**src/rtl/write_burst_scheduler_pkg.sv**
```systemverilog
// Shared state encoding, page constants and the burst-sizing helper used by
// the write burst scheduler and its splitter.
package write_burst_pkg;

    typedef enum logic [1:0] {
        IDLE  = 2'd0,
        ISSUE = 2'd1,
        DRAIN = 2'd2,
        DONE  = 2'd3
    } state_e;

    localparam int unsigned PageBytes       = 4096;
    localparam int unsigned PageOffsetWidth = 12;

    // Next burst size: the smallest of the beats still owed, the burst cap and
    // the beats left before the next 4 KiB page boundary.
    function automatic logic [31:0] calc_burst_beats(
        input logic [PageOffsetWidth-1:0] page_offset,
        input logic [63:0]                remaining,
        input int unsigned                max_beats,
        input int unsigned                beat_bytes_log
    );
        logic [31:0] boundary_beats;
        logic [31:0] n;
        boundary_beats = (32'(PageBytes) - 32'(page_offset)) >> beat_bytes_log;
        n = 32'(max_beats);
        if (boundary_beats < n) begin
            n = boundary_beats;
        end
        if (remaining < 64'(n)) begin
            n = remaining[31:0];
        end
        return n;
    endfunction

endpackage

```
**src/rtl/write_burst_scheduler_if.sv**
```systemverilog
// FIFO-style handshake bundle between the write burst scheduler and the
// request, AW, burst-length, response and completion FIFOs.
interface write_burst_scheduler_if #(
    parameter int unsigned AddrWidth     = 64,
    parameter int unsigned ReqBeatsWidth = 32,
    parameter int unsigned BurstLenWidth = 8
);

    logic [AddrWidth+ReqBeatsWidth-1:0] req_dout;
    logic                               req_empty_n;
    logic                               req_read;

    logic [AddrWidth+BurstLenWidth-1:0] aw_din;
    logic                               aw_full_n;
    logic                               aw_write;

    logic [BurstLenWidth-1:0]           burst_len_din;
    logic                               burst_len_full_n;
    logic                               burst_len_write;

    logic                               resp_empty_n;
    logic                               resp_read;

    logic                               done_din;
    logic                               done_full_n;
    logic                               done_write;

    modport master (
        input  req_dout,
        input  req_empty_n,
        output req_read,
        output aw_din,
        input  aw_full_n,
        output aw_write,
        output burst_len_din,
        input  burst_len_full_n,
        output burst_len_write,
        input  resp_empty_n,
        output resp_read,
        output done_din,
        input  done_full_n,
        output done_write
    );

    modport slave (
        output req_dout,
        output req_empty_n,
        input  req_read,
        input  aw_din,
        output aw_full_n,
        input  aw_write,
        input  burst_len_din,
        output burst_len_full_n,
        input  burst_len_write,
        output resp_empty_n,
        input  resp_read,
        input  done_din,
        output done_full_n,
        input  done_write
    );

endinterface

```
**src/rtl/write_burst_scheduler_splitter.sv**
```systemverilog
// Holds the current burst address and beats still owed for one request, and
// sizes the next burst so it never crosses a 4 KiB page.
module burst_splitter
    import write_burst_pkg::*;
#(
    parameter int unsigned AddrWidth     = 64,
    parameter int unsigned BeatBytesLog  = 6,
    parameter int unsigned ReqBeatsWidth = 32,
    parameter int unsigned MaxBurstBeats = 16,
    parameter int unsigned BeatsWidth    = 9
) (
    input  logic                     clk,
    input  logic                     rst,
    input  logic                     load,
    input  logic [AddrWidth-1:0]     load_addr,
    input  logic [ReqBeatsWidth-1:0] load_beats,
    input  logic                     advance,
    output logic [AddrWidth-1:0]     addr,
    output logic [BeatsWidth-1:0]    burst_beats,
    output logic                     remaining_zero
);

    logic [AddrWidth-1:0]     addr_q;
    logic [AddrWidth-1:0]     addr_d;
    logic [ReqBeatsWidth-1:0] remaining_q;
    logic [ReqBeatsWidth-1:0] remaining_d;
    logic [31:0]              n_full;
    logic [AddrWidth-1:0]     next_addr;

    always_comb begin
        n_full    = calc_burst_beats(addr_q[PageOffsetWidth-1:0], 64'(remaining_q),
                                     MaxBurstBeats, BeatBytesLog);
        next_addr = addr_q + (AddrWidth'(n_full) << BeatBytesLog);
    end

    // n never exceeds remaining, so the subtraction cannot wrap below zero.
    always_comb begin
        addr_d      = addr_q;
        remaining_d = remaining_q;
        if (load) begin
            addr_d      = load_addr;
            remaining_d = load_beats;
        end else if (advance) begin
            addr_d      = next_addr;
            remaining_d = remaining_q - ReqBeatsWidth'(n_full);
        end
    end

    always_ff @(posedge clk) begin
        if (rst) begin
            addr_q      <= '0;
            remaining_q <= '0;
        end else begin
            addr_q      <= addr_d;
            remaining_q <= remaining_d;
        end
    end

    assign addr           = addr_q;
    assign burst_beats    = BeatsWidth'(n_full);
    assign remaining_zero = (remaining_q == '0);

endmodule

```
**src/rtl/write_burst_scheduler.sv**
```systemverilog
// Splits long write requests into page-safe bursts, pushes AW and burst-length
// entries in lockstep, and emits one completion per fully acknowledged request.
module write_burst_scheduler
    import write_burst_pkg::*;
#(
    parameter int unsigned AddrWidth      = 64,
    parameter int unsigned BeatBytesLog   = 6,
    parameter int unsigned BurstLenWidth  = 8,
    parameter int unsigned MaxBurstBeats  = 16,
    parameter int unsigned ReqBeatsWidth  = 32,
    parameter int unsigned MaxOutstanding = 8
) (
    input logic                     clk,
    input logic                     rst,
    write_burst_scheduler_if.master bus
);

    localparam int unsigned BeatsWidth = BurstLenWidth + 1;
    localparam int unsigned OutWidth   = $clog2(MaxOutstanding + 1);

    state_e                   state_q;
    state_e                   state_d;
    logic [OutWidth-1:0]      outstanding_q;
    logic [OutWidth-1:0]      outstanding_d;

    logic                     take_req;
    logic                     issue;
    logic                     pop;
    logic                     done_write;
    logic                     can_issue;

    logic [AddrWidth-1:0]     burst_addr;
    logic [BeatsWidth-1:0]    burst_beats;
    logic [BeatsWidth-1:0]    beats_m1;
    logic [BurstLenWidth-1:0] burst_len;
    logic                     remaining_zero;

    burst_splitter #(
        .AddrWidth     (AddrWidth),
        .BeatBytesLog  (BeatBytesLog),
        .ReqBeatsWidth (ReqBeatsWidth),
        .MaxBurstBeats (MaxBurstBeats),
        .BeatsWidth    (BeatsWidth)
    ) u_splitter (
        .clk            (clk),
        .rst            (rst),
        .load           (take_req),
        .load_addr      (bus.req_dout[AddrWidth+ReqBeatsWidth-1:ReqBeatsWidth]),
        .load_beats     (bus.req_dout[ReqBeatsWidth-1:0]),
        .advance        (issue),
        .addr           (burst_addr),
        .burst_beats    (burst_beats),
        .remaining_zero (remaining_zero)
    );

    always_comb begin
        beats_m1  = burst_beats - BeatsWidth'(1);
        burst_len = beats_m1[BurstLenWidth-1:0];
        can_issue = bus.aw_full_n && bus.burst_len_full_n
                    && (outstanding_q < OutWidth'(MaxOutstanding));
        pop       = !rst && bus.resp_empty_n && (outstanding_q != '0);
    end

    // Every strobe is forced low during reset; AW and burst-length share one issue.
    always_comb begin
        state_d    = state_q;
        take_req   = 1'b0;
        issue      = 1'b0;
        done_write = 1'b0;
        if (!rst) begin
            case (state_q)
                IDLE: begin
                    if (bus.req_empty_n) begin
                        take_req = 1'b1;
                        state_d  = ISSUE;
                    end
                end
                ISSUE: begin
                    if (remaining_zero) begin
                        state_d = DRAIN;
                    end else if (can_issue) begin
                        issue = 1'b1;
                    end
                end
                DRAIN: begin
                    if (outstanding_q == '0) begin
                        state_d = DONE;
                    end
                end
                DONE: begin
                    if (bus.done_full_n) begin
                        done_write = 1'b1;
                        state_d    = IDLE;
                    end
                end
                default: state_d = IDLE;
            endcase
        end
    end

    always_comb begin
        outstanding_d = outstanding_q + OutWidth'(issue) - OutWidth'(pop);
    end

    always_ff @(posedge clk) begin
        if (rst) begin
            state_q       <= IDLE;
            outstanding_q <= '0;
        end else begin
            state_q       <= state_d;
            outstanding_q <= outstanding_d;
        end
    end

    assign bus.req_read        = take_req;
    assign bus.aw_din          = {burst_addr, burst_len};
    assign bus.aw_write        = issue;
    assign bus.burst_len_din   = burst_len;
    assign bus.burst_len_write = issue;
    assign bus.resp_read       = pop;
    assign bus.done_din        = 1'b1;
    assign bus.done_write      = done_write;

endmodule

```
**src/flat_wrapper.sv**
```systemverilog
// flat-port wrapper written by rule: the top's interface ports become plain ports
module write_burst_scheduler_flat import write_burst_pkg::*;
#(
    parameter int unsigned AddrWidth      = 64,
    parameter int unsigned BeatBytesLog   = 6,
    parameter int unsigned BurstLenWidth  = 8,
    parameter int unsigned MaxBurstBeats  = 16,
    parameter int unsigned ReqBeatsWidth  = 32,
    parameter int unsigned MaxOutstanding = 8
)
  (clk, rst, bus_req_dout, bus_req_empty_n, bus_req_read, bus_aw_din, bus_aw_full_n, bus_aw_write, bus_burst_len_din, bus_burst_len_full_n, bus_burst_len_write, bus_resp_empty_n, bus_resp_read, bus_done_din, bus_done_full_n, bus_done_write);
  write_burst_scheduler_if #(.AddrWidth(AddrWidth), .ReqBeatsWidth(ReqBeatsWidth), .BurstLenWidth(BurstLenWidth)) bus_i ();
  input logic clk;
  input logic rst;
  input wire logic [$bits(bus_i.req_dout)-1:0] bus_req_dout;
  input wire logic [$bits(bus_i.req_empty_n)-1:0] bus_req_empty_n;
  output wire logic [$bits(bus_i.req_read)-1:0] bus_req_read;
  output wire logic [$bits(bus_i.aw_din)-1:0] bus_aw_din;
  input wire logic [$bits(bus_i.aw_full_n)-1:0] bus_aw_full_n;
  output wire logic [$bits(bus_i.aw_write)-1:0] bus_aw_write;
  output wire logic [$bits(bus_i.burst_len_din)-1:0] bus_burst_len_din;
  input wire logic [$bits(bus_i.burst_len_full_n)-1:0] bus_burst_len_full_n;
  output wire logic [$bits(bus_i.burst_len_write)-1:0] bus_burst_len_write;
  input wire logic [$bits(bus_i.resp_empty_n)-1:0] bus_resp_empty_n;
  output wire logic [$bits(bus_i.resp_read)-1:0] bus_resp_read;
  output wire logic [$bits(bus_i.done_din)-1:0] bus_done_din;
  input wire logic [$bits(bus_i.done_full_n)-1:0] bus_done_full_n;
  output wire logic [$bits(bus_i.done_write)-1:0] bus_done_write;
  assign bus_i.req_dout = bus_req_dout;
  assign bus_i.req_empty_n = bus_req_empty_n;
  assign bus_req_read = bus_i.req_read;
  assign bus_aw_din = bus_i.aw_din;
  assign bus_i.aw_full_n = bus_aw_full_n;
  assign bus_aw_write = bus_i.aw_write;
  assign bus_burst_len_din = bus_i.burst_len_din;
  assign bus_i.burst_len_full_n = bus_burst_len_full_n;
  assign bus_burst_len_write = bus_i.burst_len_write;
  assign bus_i.resp_empty_n = bus_resp_empty_n;
  assign bus_resp_read = bus_i.resp_read;
  assign bus_done_din = bus_i.done_din;
  assign bus_i.done_full_n = bus_done_full_n;
  assign bus_done_write = bus_i.done_write;
  write_burst_scheduler #(.AddrWidth(AddrWidth), .BeatBytesLog(BeatBytesLog), .BurstLenWidth(BurstLenWidth), .MaxBurstBeats(MaxBurstBeats), .ReqBeatsWidth(ReqBeatsWidth), .MaxOutstanding(MaxOutstanding)) u_core (.clk(clk), .rst(rst), .bus(bus_i));
endmodule
```
**config.mk**
```make
export PLATFORM = sky130hd
export DESIGN_NAME = write_burst_scheduler_flat
export DESIGN_NICKNAME = d
export VERILOG_FILES = /design/src/rtl/write_burst_scheduler_pkg.sv /design/src/rtl/write_burst_scheduler_if.sv /design/src/rtl/write_burst_scheduler_splitter.sv /design/src/rtl/write_burst_scheduler.sv /design/src/flat_wrapper.sv
export SDC_FILE = /design/constraint.sdc
export NUM_CORES = 1
export LEC_CHECK = 0
export CORE_UTILIZATION = 45
export DETAILED_ROUTE_END_ITERATION = 10
export PLACE_DENSITY = 0.74
export SETUP_SLACK_MARGIN = 0.2
export SYNTH_ARGS = -nofsm -noshare
export SYNTH_HDL_FRONTEND = slang
export SYNTH_SLANG_ARGS = --single-unit
```
**constraint.sdc**
```tcl
create_clock -name clk -period 6.2 [get_ports clk]
set_input_delay 0.93 -clock clk [delete_from_list [all_inputs] [get_ports clk]]
set_output_delay 0.93 -clock clk [all_outputs]
set_load 0.05 [all_outputs]
```
After elaboration in Yosys (flattened, before gate mapping):

Index checks and enable logic that the tools add are counted.

* register bits: 102
* output and inout port bits: 86
* input bits: 103
* logic and storage cells: 52

* $lt $le $gt $ge: 3
* reduce and logical (&&, ||, !) cells: 11
* add/subtract/negate cells: 6
* mux-type cells: 21
* eq/ne operators: 7

Operators with widths (count)
* $mux W64: 2
* $mux W32: 3
* $add A64 B38 Y64: 1
* $logic_not A32 Y1: 1
* $lt A32 B26 Y1: 1
* $sub A32 B32 Y32: 1
* $lt A26 B5 Y1 const B: 1
* $mux W26: 1
* $sub A13 B12 Y14 const A: 1
* $mux W1: 10
* $mux W2: 4
* $pmux W2 S4: 1
* $sub A8 B1 Y8 const B: 1
* $add A4 B1 Y4: 1
* $eq A2 B2 Y1 const B: 2
* $logic_and A1 B1 Y1: 4
* $logic_not A4 Y1: 1
* $lt A4 B4 Y1 const B: 1
* $ne A2 B1 Y1 const B: 2
* $ne A2 B2 Y1 const B: 2
* $reduce_and A4 Y1: 1
* $reduce_bool A4 Y1: 1
* $sub A4 B1 Y4: 1
* $eq A2 B1 Y1 const B: 1
* 3 further kinds: 3

Logic depth before layout (Yosys ltp):

* depth in word-level cells: 8
* mapped depth: 25

Modules after synthesis:

A second synthesis with hierarchy kept.

* cells, all modules: 983
* area, all modules: 7841.3 µm²

Modules (own cells, without submodules)
* burst_splitter: seq. area each 1921.8 µm², times used 1, area each 7160.6 µm², cells an instance 902
* write_burst_scheduler: seq. area each 120.1 µm², times used 1, area each 680.7 µm², cells an instance 81

Least setup slack after synthesis:

OpenSTA, ideal clock, no wires.

* path type: reg2out
* start point: register u_core.u_splitter.addr_q[0] (netlist: u_core.u_splitter.addr[0])
* end point: output port bus_burst_len_din[4]
* data arrival time: 5137 ps
* setup slack: 133 ps
* data required time: 5270 ps
* stages on the path, launching flop included: 19
* cells stage by stage: dfxtp_1 > nor4_1 > nand2_1 > or4_1 > xnor2_1 > nor2_1 > inv_1 > ha_1 > a21oi_1 > o21bai_1 > a21oi_1 > and3_1 > buf_6 > mux2_2 > inv_1 > ha_1 > nand2_1 > xnor2_1 > buf_4

* cells in the longest elaborated chain, start to end: 6

Ends and longest elaborated chain
* from (decl): line write_burst_scheduler_splitter.sv:23 `logic [AddrWidth-1:0] addr_q;`
* from (signal assigned): line write_burst_scheduler_splitter.sv:54 `addr_q <= addr_d;`
* $sub A13 B12 Y14 *: line write_burst_scheduler_pkg.sv:25 `boundary_beats = (32'(PageBytes) - 32'(page_offset)) >> beat_bytes_log;`
* $lt A26 B5 Y1: line write_burst_scheduler_pkg.sv:27 `if (boundary_beats < n) begin`
* $mux W26 *: line write_burst_scheduler_pkg.sv:27
* $lt A32 B26 Y1: line write_burst_scheduler_pkg.sv:30 `if (remaining < 64'(n)) begin`
* $mux W32 *: line write_burst_scheduler_pkg.sv:30
* $sub A8 B1 Y8 *: line write_burst_scheduler.sv:57 `beats_m1 = burst_beats - BeatsWidth'(1);`
* to (decl): line flat_wrapper.sv:21 `output wire logic [$bits(bus_i.burst_len_din)-1:0] bus_burst_len_din;`

Every way passes the cells marked *; elsewhere a longest branch is shown, timed or not.

Worst setup path after layout:

* start point: register u_core.u_splitter.addr_q[0] (netlist: u_core.u_splitter.addr[0])
* end point: register u_core.u_splitter.addr_q[40] (netlist: u_core.u_splitter.addr[40])

* cells in the longest elaborated chain, start to end: 8

Ends and longest elaborated chain
* $sub A13 B12 Y14: line write_burst_scheduler_pkg.sv:25
* $lt A26 B5 Y1: line write_burst_scheduler_pkg.sv:27
* $mux W26: line write_burst_scheduler_pkg.sv:27
* $lt A32 B26 Y1: line write_burst_scheduler_pkg.sv:30
* $mux W32: line write_burst_scheduler_pkg.sv:30
* $add A64 B38 Y64 *: line write_burst_scheduler_splitter.sv:33 `next_addr = addr_q + (AddrWidth'(n_full) << BeatBytesLog);`
* $mux W64 *: line write_burst_scheduler_splitter.sv:43 `end else if (advance) begin`
* $mux W64 *: line write_burst_scheduler_splitter.sv:40 `if (load) begin`

Every way passes the cells marked *; elsewhere a longest branch is shown, timed or not. The select of a mux whose other input is x is not followed.
A chain may end at the register's enable or synchronous reset.

==> results.sh <==
export IMPL_outcome="completed"
export IMPL_ys_async_sr_fraction=0
export IMPL_worst_setup_path_type="reg2reg"
export IMPL_clkTransAtPathRegs_ps=80
export IMPL_drt_first_pass_iters=6
export IMPL_critical_path_n_buffers_inverters=2
export IMPL_share_of_cells_above_drive_strength_1=0.0520
export IMPL_synthesis_area_um2=7610
export IMPL_clock_tree_from_tritoncts="done"
export IMPL_synth_yosys_seq_area_share=0.268
export IMPL_floorplan_core_area_um2=16500
export IMPL_critical_path_top_delay_cell="sky130_fd_sc_hd__or4_4"
export IMPL_vias_in_the_first_global_route=7322
export IMPL_numCtsBuffers=9
export IMPL_cp_max_fo=6
export IMPL_overall_track_demand_over_capacity_in_global_routing=0.265
export IMPL_fin_util=0.609
export IMPL_maxSlewHeadroom=0.312
export IMPL_leak_pwr_nw=3.93
export IMPL_synthDistinctLibCells=72
export IMPL_worstSetupStartpointType="flop"
export IMPL_cts_num_sinks=102
export IMPL_yosys_warnings=0
export IMPL_cp_end_kind="flop"
export IMPL_multi_input_comb_area_um2=5300
export IMPL_power_per_cell_area_nw_per_um2=391
export IMPL_critPathArrivalTime_ps=5940
export IMPL_synthesis_area_per_instance_um2=7.73
export IMPL_die_width_um=132
export IMPL_irDropWorstVdd_mv=0.287
export IMPL_clock_latency_ps=360
export IMPL_synthToLayoutAreaGrowth_pct=32.2
export IMPL_cap_violations=0
export IMPL_worstPathCellList="nor4_4, nand2_1, or4_4, xnor2_1, nor2_2, inv_1, ha_1, a21oi_1, o21bai_1, a21oi_1, and3_2, mux2_2, ha_1, fa_1, a21oi_2, o22ai_1, a31o_2, o211a_1, o31a_1, o211ai_1, buf_4, xnor2_1, a21oi_1"
export IMPL_route_detailed_vias_per_inst=5.72
export IMPL_setup_viol_count_final=0
export IMPL_timing_rr_start="u_core.u_splitter.addr[0]"
export IMPL_wirelength_um=23400
export IMPL_timing_hold_worst_class="reg2reg"
export IMPL_max_freq_mhz=175
export IMPL_cpLargestDelayFamily="compound AO/OA/AOI/OAI gates"
export IMPL_synth_ff_type="sky130_fd_sc_hd__dfxtp_1"
export IMPL_initial_core_util=0.461
export IMPL_synthesis_instances=984
export IMPL_holdPathStages=2
export IMPL_final_hold_viol_count=0
export IMPL_gpl_final_weighted_congestion=0.897
export IMPL_dr_first_iter_drc_count=582
export IMPL_synth_ff_latch_count=102
export IMPL_slew_viol_final=0
export IMPL_min_delay_worst_endpoint="u_core.u_splitter.addr[4]"
export IMPL_cpMostUsedCell="sky130_fd_sc_hd__a21oi_1"
export IMPL_number_of_flops_mapped_to_enable_cells_by_yosys=0
export IMPL_ff_latch_area_um2=2040
export IMPL_ff2ff_path_depth=23
export IMPL_total_via_count_in_the_routed_design=7962
export IMPL_design_die_area_um2=17400
export IMPL_cts_hold_buffers=0
export IMPL_die_height_um=132
export IMPL_drcViolationCount=0
export IMPL_wire_per_inst_um=16.8
export IMPL_antenna_left=0
export IMPL_setup_reg_to_reg_worst_slack_ps=480
export IMPL_min_from="u_core.u_splitter.addr[4]"
export IMPL_num_antenna_cells=0
export IMPL_dpl_cells=1373
export IMPL_ctsRootBufferMaster="sky130_fd_sc_hd__clkbuf_16"
export IMPL_final_min_period_over_clock_period=0.923
export IMPL_clock_skew_ps=8.53
export IMPL_report_power_total_mw=3.93
export IMPL_layout_nets=1328
export IMPL_num_fill_cells=1515
export IMPL_finalWorstPathRequiredPeriod_ps=5720
export IMPL_top_level_ports=189
export IMPL_timing_worst_slew_pin_value_ps=1030
export IMPL_setup_repair_after_global_routing_missed_its_margin="false"
export IMPL_bufs_on_longest_clock_path=2
export IMPL_timing_setup_tns_ps=0
export IMPL_first_pass_grt_wire_length_um=37100
export IMPL_grt_ovfl_total=0
export IMPL_clock_tree_htree_level_count=3
export IMPL_instances_no_fill=1392
export IMPL_grt_max_degree=87
export IMPL_crit_path_max_incr_delay_ps=450
export IMPL_dp_hpwl_um=16900
export IMPL_buffer_ports_inserted=187
export IMPL_antenna_found_initial=1
export IMPL_r2r_end="u_core.u_splitter.addr[40]"
export IMPL_num_rows=47
export IMPL_worst_endpoint_required_ps=6420
-- power breakdown --
group | leakage (nW) | internal, mW | total [mW] | switching (mW)
clock | 0.151 | 0.320 | 0.603 | 0.283
combinational | 2.94 | 0.858 | 2.27 | 1.41
sequential | 0.843 | 0.840 | 1.06 | 0.221
-- per-stage QoR --
step	setup WS (ps)	instance area, um^2	hold WS, ps
after detailed placement	247	9650	462
after global routing	111	10100	520
after global placement	393	9650	457
after CTS	208	9950	473
after floorplan	288	7720	480
final	478	10100	476
-- tightest hold or removal path: cells and delay by family (launching register included) --
kind / cells / cell delay, ps
flip-flops: 1 / 320
AO/OA/AOI/OAI: 1 / 50
AND/OR/NAND/NOR: 1 / 60
-- state kept, by name, indices dropped and copies added (netlist names) --
| name | count |
|---|---|
| u_core.outstanding_q | 4 |
| u_core.state_q | 2 |
| u_core.u_splitter.addr | 64 |
| u_core.u_splitter.remaining_q | 32 |
-- cell families (layout without fill, tap and decap cells) --
logic type,Yosys count,after routing,synth area share
buf+inv,100,260,0.0623
simple gates,358,358,0.229
xor+xnor,64,64,0.0736
compound gates,296,297,0.262
other cells,2,29,0.000987
flops,102,102,0.268
mux,4,4,0.00543
fa+ha+maj,58,58,0.0983
-- routing by layer --
metal / global-route usage / up-vias / routed length [um]
li1: - / 3963 / -
met1: 0.363 / 3628 / 10900
met2: 0.417 / 334 / 10300
met3: 0.0473 / 37 / 1710
met4: 0.0911 / 0 / 523
met5: 0 / - / 0
-- layout make-up --
class | instances | share of cell area
Multi-Input combinational cell | 810 | 0.526
Timing Repair Buffer | 202 | 0.197
Clock buffer | 9 | 0.0224
Tap cell | 220 | 0.0274
Sequential cell | 102 | 0.203
Clock inverter | 7 | 0.00783
Inverter | 42 | 0.0157
-- cells in the final DEF (no fill, tap or decap), types with 4 or more instances in the layout --
cell type and n:
sky130_fd_sc_hd__clkdlybuf4s50_1 183, sky130_fd_sc_hd__nand2_1 115, sky130_fd_sc_hd__dfxtp_1 102, sky130_fd_sc_hd__nor2_1 88, sky130_fd_sc_hd__o21ai_0 62, sky130_fd_sc_hd__a21oi_1 57, sky130_fd_sc_hd__ha_1 55, sky130_fd_sc_hd__xnor2_1 46
sky130_fd_sc_hd__inv_1 41, sky130_fd_sc_hd__a211oi_1 30, sky130_fd_sc_hd__a311oi_1 29, sky130_fd_sc_hd__conb_1 29, sky130_fd_sc_hd__or3_1 28, sky130_fd_sc_hd__nor3_1 25, sky130_fd_sc_hd__nand3_1 25, sky130_fd_sc_hd__a21o_1 21
sky130_fd_sc_hd__xor2_1 17, sky130_fd_sc_hd__buf_4 15, sky130_fd_sc_hd__a31oi_1 14, sky130_fd_sc_hd__o211ai_1 13, sky130_fd_sc_hd__nor4_1 12, sky130_fd_sc_hd__nand4_1 9, sky130_fd_sc_hd__and2_1 9, sky130_fd_sc_hd__clkbuf_16 9
sky130_fd_sc_hd__o21bai_1 7, sky130_fd_sc_hd__and3_1 7, sky130_fd_sc_hd__nand2b_1 6, sky130_fd_sc_hd__or4_1 6, sky130_fd_sc_hd__a21oi_2 5, sky130_fd_sc_hd__o21a_1 5, sky130_fd_sc_hd__a22o_1 5, sky130_fd_sc_hd__or4_4 4
sky130_fd_sc_hd__a21boi_0 4, sky130_fd_sc_hd__o31ai_1 4, sky130_fd_sc_hd__nor2b_1 4, sky130_fd_sc_hd__inv_6 4
-- how the worst max path moves through the flow --
stage	depth (start not counted)	from	end	slack, ps
global placement	22	u_core.u_splitter.addr[0]	u_core.u_splitter.addr[54]	390
global route	23	u_core.u_splitter.addr[0]	u_core.u_splitter.addr[40]	110
CTS	22	u_core.u_splitter.addr[0]	u_core.u_splitter.addr[54]	210
detailed placement	22	u_core.u_splitter.addr[0]	u_core.u_splitter.addr[54]	250
floorplan	18	u_core.u_splitter.addr[0]	bus_burst_len_din[6]	290
finish	23	u_core.u_splitter.addr[0]	u_core.u_splitter.addr[40]	480
-- cell usage after synthesis, drive strengths merged (23+ instances only) --
cell	n	area share
nand2	116	0.057
dfxtp	102	0.27
nor2	89	0.044
o21ai	64	0.042
a21oi	62	0.041
ha	55	0.090
xnor2	47	0.054
inv	42	0.021
clkbuf	35	0.017
a211oi	30	0.030
a311oi	29	0.033
or3	28	0.023
nor3	26	0.018
nand3	25	0.016
buf	23	0.024
-- repair_timing --
item / 4_1_cts / 5_1_grt
buffers inserted: 0 / 2
gates resized for setup: 0 / 20
setup endpoints to repair: 0 / 60
(Power assumes the default switching activity.)
